==> config.mk <==
export PLATFORM = sky130hd
export DESIGN_NAME = seg_scan_driver
export DESIGN_NICKNAME = d
export VERILOG_FILES = /design/src/rtl/seg_pkg.sv /design/src/rtl/seg7_decode.sv /design/src/rtl/seg_scan_driver.sv
export SDC_FILE = /design/constraint.sdc
export NUM_CORES = 1
export LEC_CHECK = 0
export CORE_MARGIN = 2
export CORE_UTILIZATION = 49
export CTS_BUF_LIST = sky130_fd_sc_hd__clkbuf_8 sky130_fd_sc_hd__clkbuf_16
export DETAILED_ROUTE_END_ITERATION = 6
export GPL_TIMING_DRIVEN = 0
export PLACE_DENSITY_LB_ADDON = 0.25
export SLEW_MARGIN = 40
export SYNTH_ARGS = -nofsm -noshare
export SYNTH_HDL_FRONTEND = slang
export SYNTH_SLANG_ARGS = --single-unit
==> constraint.sdc <==
create_clock -name clk -period 2.5 [get_ports clk]
set_input_delay 0.5 -clock clk [delete_from_list [all_inputs] [get_ports clk]]
set_output_delay 0.5 -clock clk [all_outputs]
set_load 0.01 [all_outputs]
==> src/rtl/seg_pkg.sv <==
// ---------------------------------------------------------------------------
// seg_pkg
//   Shared constants and small helpers for the seven-segment display stage.
//   Segment patterns are active-high, ordered {g,f,e,d,c,b,a}.
//
//   Contents:
//     BLANK_CODE      digit code that renders as an unlit digit
//     SEG_0..SEG_E    hex glyphs for codes 0..E
//     SEG_OFF         all segments unlit
//     IDX_W           width of the digit scan index
//     NUM_DIGITS      number of multiplexed digits on the board
//     digit_t         one 4-bit digit code
//     digit_idx_t     scan index type
//     idxToOnehot     scan index -> one-hot anode vector (active-high)
//     isLeadCandidate true for codes that still count as "leading" (0 or blank)
// ---------------------------------------------------------------------------
package seg_pkg;

  localparam int IDX_W      = 2;
  localparam int NUM_DIGITS = 4;

  localparam logic [3:0] BLANK_CODE = 4'hF;

  localparam logic [6:0] SEG_0   = 7'h3F;
  localparam logic [6:0] SEG_1   = 7'h06;
  localparam logic [6:0] SEG_2   = 7'h5B;
  localparam logic [6:0] SEG_3   = 7'h4F;
  localparam logic [6:0] SEG_4   = 7'h66;
  localparam logic [6:0] SEG_5   = 7'h6D;
  localparam logic [6:0] SEG_6   = 7'h7D;
  localparam logic [6:0] SEG_7   = 7'h07;
  localparam logic [6:0] SEG_8   = 7'h7F;
  localparam logic [6:0] SEG_9   = 7'h6F;
  localparam logic [6:0] SEG_A   = 7'h77;
  localparam logic [6:0] SEG_B   = 7'h7C;
  localparam logic [6:0] SEG_C   = 7'h39;
  localparam logic [6:0] SEG_D   = 7'h5E;
  localparam logic [6:0] SEG_E   = 7'h79;
  localparam logic [6:0] SEG_OFF = 7'h00;

  typedef logic [3:0]       digit_t;
  typedef logic [IDX_W-1:0] digit_idx_t;

  // Turns the scan index into the active-high anode vector for that digit.
  function automatic logic [NUM_DIGITS-1:0] idxToOnehot(input digit_idx_t idx);
    return 4'b0001 << idx;
  endfunction

  // A digit above the one being considered keeps the "leading" run going
  // only if it is zero or already blank; any real glyph ends the run.
  function automatic logic isLeadCandidate(input digit_t value);
    return (value == 4'h0) || (value == BLANK_CODE);
  endfunction

endpackage

==> src/rtl/seg7_decode.sv <==
// ---------------------------------------------------------------------------
// seg7_decode
//   Purely combinational hex-to-seven-segment decoder, active-high output.
//   Code BLANK_CODE (4'hF) renders dark, as does any code when blank_i is set,
//   so callers can force a digit off without rewriting its value.
//
//   Ports:
//     value_i  [3:0]  digit code 0..F
//     blank_i         1 = force the digit dark
//     seg_o    [6:0]  active-high segments {g,f,e,d,c,b,a}
// ---------------------------------------------------------------------------
module seg7_decode
  import seg_pkg::*;
(
  input  logic [3:0] value_i,
  input  logic       blank_i,
  output logic [6:0] seg_o
);

  // Glyph lookup. The blank request wins over the table so a suppressed
  // zero never lights up, and code F maps to dark in the table itself.
  always_comb begin
    seg_o = SEG_OFF;
    if (!blank_i) begin
      unique case (value_i)
        4'h0:    seg_o = SEG_0;
        4'h1:    seg_o = SEG_1;
        4'h2:    seg_o = SEG_2;
        4'h3:    seg_o = SEG_3;
        4'h4:    seg_o = SEG_4;
        4'h5:    seg_o = SEG_5;
        4'h6:    seg_o = SEG_6;
        4'h7:    seg_o = SEG_7;
        4'h8:    seg_o = SEG_8;
        4'h9:    seg_o = SEG_9;
        4'hA:    seg_o = SEG_A;
        4'hB:    seg_o = SEG_B;
        4'hC:    seg_o = SEG_C;
        4'hD:    seg_o = SEG_D;
        4'hE:    seg_o = SEG_E;
        default: seg_o = SEG_OFF;
      endcase
    end
  end

endmodule

==> src/rtl/seg_scan_driver.sv <==
// ---------------------------------------------------------------------------
// seg_scan_driver
//   Drives a 4-digit multiplexed seven-segment display from four BCD/hex
//   digit inputs. One digit is lit per slot of REFRESH_COUNT cycles; the
//   first GUARD_CYCLES of each slot keep every anode off so the previous
//   digit's segments never ghost onto the next one. Inputs are captured once
//   per frame (the last cycle of slot 3) so a frame is always consistent.
//
//   Parameters:
//     REFRESH_COUNT  clock cycles per digit slot
//     GUARD_CYCLES   anode-off cycles at the start of each slot (< REFRESH_COUNT)
//     ACTIVE_LOW     1 = common-anode board, outputs driven low to light
//
//   Ports:
//     clk         system clock
//     rst         synchronous, active-high reset
//     bcd0..bcd3  digit codes, bcd0 rightmost, 4'hF = blank
//     dp_in       decimal point request, bit i = digit i
//     blank_lead  1 = suppress leading zeros
//     an          digit enables, bit i = digit i
//     seg         segments {g,f,e,d,c,b,a}
//     dp          decimal point segment
// ---------------------------------------------------------------------------
module seg_scan_driver
  import seg_pkg::*;
#(
  parameter int unsigned REFRESH_COUNT = 27'd125_000,
  parameter int unsigned GUARD_CYCLES  = 2,
  parameter bit          ACTIVE_LOW    = 1'b1
) (
  input  logic       clk,
  input  logic       rst,
  input  logic [3:0] bcd0,
  input  logic [3:0] bcd1,
  input  logic [3:0] bcd2,
  input  logic [3:0] bcd3,
  input  logic [3:0] dp_in,
  input  logic       blank_lead,
  output logic [3:0] an,
  output logic [6:0] seg,
  output logic       dp
);

  localparam int              CNT_W     = (REFRESH_COUNT > 1) ? $clog2(REFRESH_COUNT) : 1;
  localparam logic [CNT_W-1:0] CNT_LAST  = CNT_W'(REFRESH_COUNT - 1);
  localparam logic [CNT_W-1:0] GUARD_END = CNT_W'(GUARD_CYCLES);

  // XOR masks that flip the internal active-high view into board polarity.
  // They are also the reset values, since "all off" is all-zero internally.
  localparam logic [3:0] AN_POL  = ACTIVE_LOW ? 4'hF  : 4'h0;
  localparam logic [6:0] SEG_POL = ACTIVE_LOW ? 7'h7F : 7'h00;
  localparam logic       DP_POL  = ACTIVE_LOW ? 1'b1  : 1'b0;

  logic [CNT_W-1:0]      cnt_q, cnt_d;
  digit_idx_t            idx_q, idx_d;
  logic [3:0][3:0]       shadowDig_q, shadowDig_d;
  logic [3:0]            shadowDp_q, shadowDp_d;
  logic [3:0]            an_q, an_d;
  logic [6:0]            seg_q, seg_d;
  logic                  dp_q, dp_d;

  logic                  slotEnd;
  logic                  frameEnd;
  logic [3:0]            suppress;
  digit_t                curDigit;
  logic                  curSuppress;
  logic [6:0]            curPattern;
  logic                  inGuard;

  // Slot timing: cnt walks through one slot, and each wrap moves the scan
  // to the next digit. The frame ends on the final cycle of digit 3, which
  // is the only moment the shadow copy of the inputs is refreshed.
  always_comb begin
    slotEnd     = (cnt_q == CNT_LAST);
    frameEnd    = slotEnd && (idx_q == digit_idx_t'(NUM_DIGITS - 1));
    cnt_d       = slotEnd ? '0 : cnt_q + CNT_W'(1);
    idx_d       = slotEnd ? idx_q + digit_idx_t'(1) : idx_q;
    shadowDig_d = shadowDig_q;
    shadowDp_d  = shadowDp_q;
    if (frameEnd) begin
      shadowDig_d = {bcd3, bcd2, bcd1, bcd0};
      shadowDp_d  = dp_in;
    end
  end

  // Leading-zero suppression works only on the frame's shadow values, so
  // mid-frame input changes cannot make a digit blink. A digit goes dark if
  // it is zero and everything to its left is zero or blank; the rightmost
  // digit always shows so a value of zero still reads "0".
  always_comb begin
    suppress    = 4'b0000;
    suppress[3] = blank_lead && (shadowDig_q[3] == 4'h0);
    suppress[2] = blank_lead && (shadowDig_q[2] == 4'h0)
                  && isLeadCandidate(shadowDig_q[3]);
    suppress[1] = blank_lead && (shadowDig_q[1] == 4'h0)
                  && isLeadCandidate(shadowDig_q[3])
                  && isLeadCandidate(shadowDig_q[2]);
  end

  // Pick the digit for the current slot and hand it to the decoder.
  // Code F is blanked inside the decoder; suppression is passed as a flag.
  always_comb begin
    curDigit    = shadowDig_q[idx_q];
    curSuppress = suppress[idx_q];
  end

  seg7_decode uDecode (
    .value_i (curDigit),
    .blank_i (curSuppress),
    .seg_o   (curPattern)
  );

  // Next output values. During the guard window the anodes are dark while
  // seg/dp already carry the new digit, so the segment lines settle before
  // any anode turns on. A suppressed digit must not leave a stray point lit.
  // Polarity is applied here so the registers drive the pins directly.
  always_comb begin
    inGuard = (cnt_q < GUARD_END);
    an_d    = (inGuard ? 4'h0 : idxToOnehot(idx_q)) ^ AN_POL;
    seg_d   = curPattern ^ SEG_POL;
    dp_d    = (shadowDp_q[idx_q] && !curSuppress) ^ DP_POL;
  end

  // All state in one place. Reset parks the scan at digit 0, blanks the
  // shadow so the first frame after reset is dark, and drives every output
  // to its unlit level.
  always_ff @(posedge clk) begin
    if (rst) begin
      cnt_q       <= '0;
      idx_q       <= '0;
      shadowDig_q <= {NUM_DIGITS{BLANK_CODE}};
      shadowDp_q  <= 4'h0;
      an_q        <= AN_POL;
      seg_q       <= SEG_POL;
      dp_q        <= DP_POL;
    end else begin
      cnt_q       <= cnt_d;
      idx_q       <= idx_d;
      shadowDig_q <= shadowDig_d;
      shadowDp_q  <= shadowDp_d;
      an_q        <= an_d;
      seg_q       <= seg_d;
      dp_q        <= dp_d;
    end
  end

  assign an  = an_q;
  assign seg = seg_q;
  assign dp  = dp_q;

endmodule

==> run summary <==
status -> completed
share of layout cells above drive strength 1 -> 10.96%
Total Power -> 1.488 mW
GRT Residual Overflow -> 0
CP endpoint kind -> register
type of the worst setup path -> reg2reg
area delta synth->final -> 20.97%
Routed Antenna Nets -> 0
largest net degree at the start of global routing -> 16
Post-Synthesis Cells -> 260
clock tree sinks -> 51
post-route setup slack -> 0.4113 ns
Die Span X -> 76.19 um
buffers added on ports -> 33
# Post-CTS Setup Buffers -> 0
metal2 WL -> 2.506 mm
Placed Instance Area -> 2972 sq um
CTS resizes -> 0
RSZ-0062 raised after global routing -> false
HP Class -> reg2reg
Final period util -> 83.55%
DP Wirelength -> 3.910 mm
final hold slack -> 0.4523 ns
min-delay src -> cnt_q[0]
YS warnings -> 0
Final #Nets -> 334
register area share after synthesis -> 39.98%
routed wire length on met3 -> 168 um
WHS Path Cells -> 1
Hold Fails Final Rpt -> 0
leakage power -> 1.154 nW
first drt pass iteration count -> 4
DR vias/cell -> 5.606
Ant. Diodes -> 0
total track usage -> 19.09%
Critical Path AT -> 2.24 ns
Vias -> 2080
# hold bufs at CTS -> 0
Peak VDD IR -> 0.0003122 V
CP startpoint -> idx_q[0]
most common cell after layout, fill and taps aside -> dfxtp_1
routability cong. -> 0.8913
Setup Skew -> 0.006457 ns
Worst-Margin Slew -> 0.7123 ns
Clock Tree Root -> clkbuf_8
Initial DRC Count -> 93
Syn Area/Cell -> 9.822 sq um
Setup TNS -> 0 ns
Row Count -> 26
critical-path maximum fanout -> 8
worst skew pair latency -> 0.30 ns
Worst-path clk slew -> 0.09 ns
Placement Setup Slack -> 0.4189 ns
Finished Layout Cells -> 371
final setup fails -> 0
r2r startpoint -> idx_q[0]
final core utilization -> 60.87%
post-layout min period -> 2.089 ns
drt total wl -> 5.279 mm
Num CTS Buffers -> 5
vias in the first global route -> 1958
synthesized area -> 2554 sq um
syn_nets -> 294
htree depth -> 2
required time at the worst-slack endpoint -> 2.66 ns
TritonCTS clock tree -> done
Top Layer Used -> met4
max-cap viol count -> 0
die area -> 5805 sq um
Distinct cells, synth -> 46
I/O pin count -> 35
achievable clock frequency -> 478.8 MHz
core area -> 5075 sq um
clk buf depth -> 2
FF+latch count, synth -> 51
fin. max-slew vios -> 0
initial antenna violation count -> 0
DRC viols -> 0
Power Density -> 481.5 nW/um^2
first-pass GRT wire length -> 9.108 mm
WL met1 -> 2.544 mm
FF-to-FF path depth -> 6
design area -> 3089 sq um
dpl cells -> 363
Starting Density -> 50.32%
Setup crit start kind -> register
max_slew headroom -> 51.89%
most frequent cells in the layout -> dfxtp_1 (51), clkdlybuf4s50_1 (33), and4_1 (17)
routed len/inst -> 14.23 um
Die Y-Extent -> 76.19 um
[synth_stat cells, drive strengths merged]
master	instances	area share, %
o221ai	1	0.34
nand2	16	2.4
o21bai	1	0.74
nor2	13	1.9
nor4	5	1.5
ha	11	5.4
nand2b	2	0.49
dfxtp	51	40
or3	2	0.49
a31oi	1	0.25
and4	18	6.3
or2	1	0.25
and3	3	0.74
a32o	1	0.39
buf	12	3.6
o31ai	6	1.8
o21ai	10	2.0
and2b	1	0.29
a211o	16	5.5
a211oi	1	0.29
a21oi	12	2.4
clkbuf	7	1.0
mux2	1	0.44
nand4	11	3.3
mux4	5	4.4
xnor2	5	1.7
a41oi	2	0.69
and2	3	0.78
nand3	10	2.4
o211a	1	0.39
mux2i	1	0.39
or4	5	1.5
xor2	6	2.1
nor3	4	1.2
inv	10	1.5
o211ai	4	1.2
nor2b	1	0.25
[cell type report]
type	count	area [sq um]
timing repair buffer	33	330.3
buffer	19	117.6
tap	70	87.58
fill	461	1986
clock inverter	2	35.03
inverter	10	37.54
sequential	51	1021
multi-input combinational	180	1378
clock buffer	6	82.58
[report_power, final]
part / total (mW) / internal [mW] / switching, mW
clock: 0.595 / 0.324 / 0.270
sequential: 0.820 / 0.817 / 0.00318
combinational: 0.0727 / 0.0432 / 0.0294
total: 1.49 / 1.18 / 0.303
[metal layers]
metal  vias up  global-route usage [%]
met2        35                   32.77
li1       1054                       -
met4         0                   6.182
met3         4                   3.791
met5         -                       0
met1       987                   24.21
[sequential cells by signal, summed over array words and instances, names as in the netlist]
register     flops
seg              7
idx_q            2
shadowDig_q     16
shadowDp_q       4
an               4
dp               1
cnt_q           17
[worst paths after layout]
kind	end	slack, ns
setup / recovery	seg[1]	0.41
hold / removal	cnt_q[0]	0.45
hold reg to reg	cnt_q[0]	0.45
setup reg to reg	seg[1]	0.41
[critical path: stages, from the launching register on]
cell and delay, ns:
dfxtp_1 0.38, buf_4 0.20, mux4_2 0.60, inv_1 0.17, ha_1 0.28, o211ai_1 0.20, o211ai_1 0.11
[kinds of logic (layout without fill, tap and decap cells)]
group	count (synthesis)	after routing	synth area share, %
and+or+nand+nor	95	95	23.71
muxes	7	7	5.243
DFF	51	51	39.98
AOI/OAI and AO/OA	56	56	15.83
adders and majority gates	11	11	5.389
xor gates and xnor gates	11	11	3.773
buffers and inverters	29	70	6.076
(Power assumes the default switching activity.)
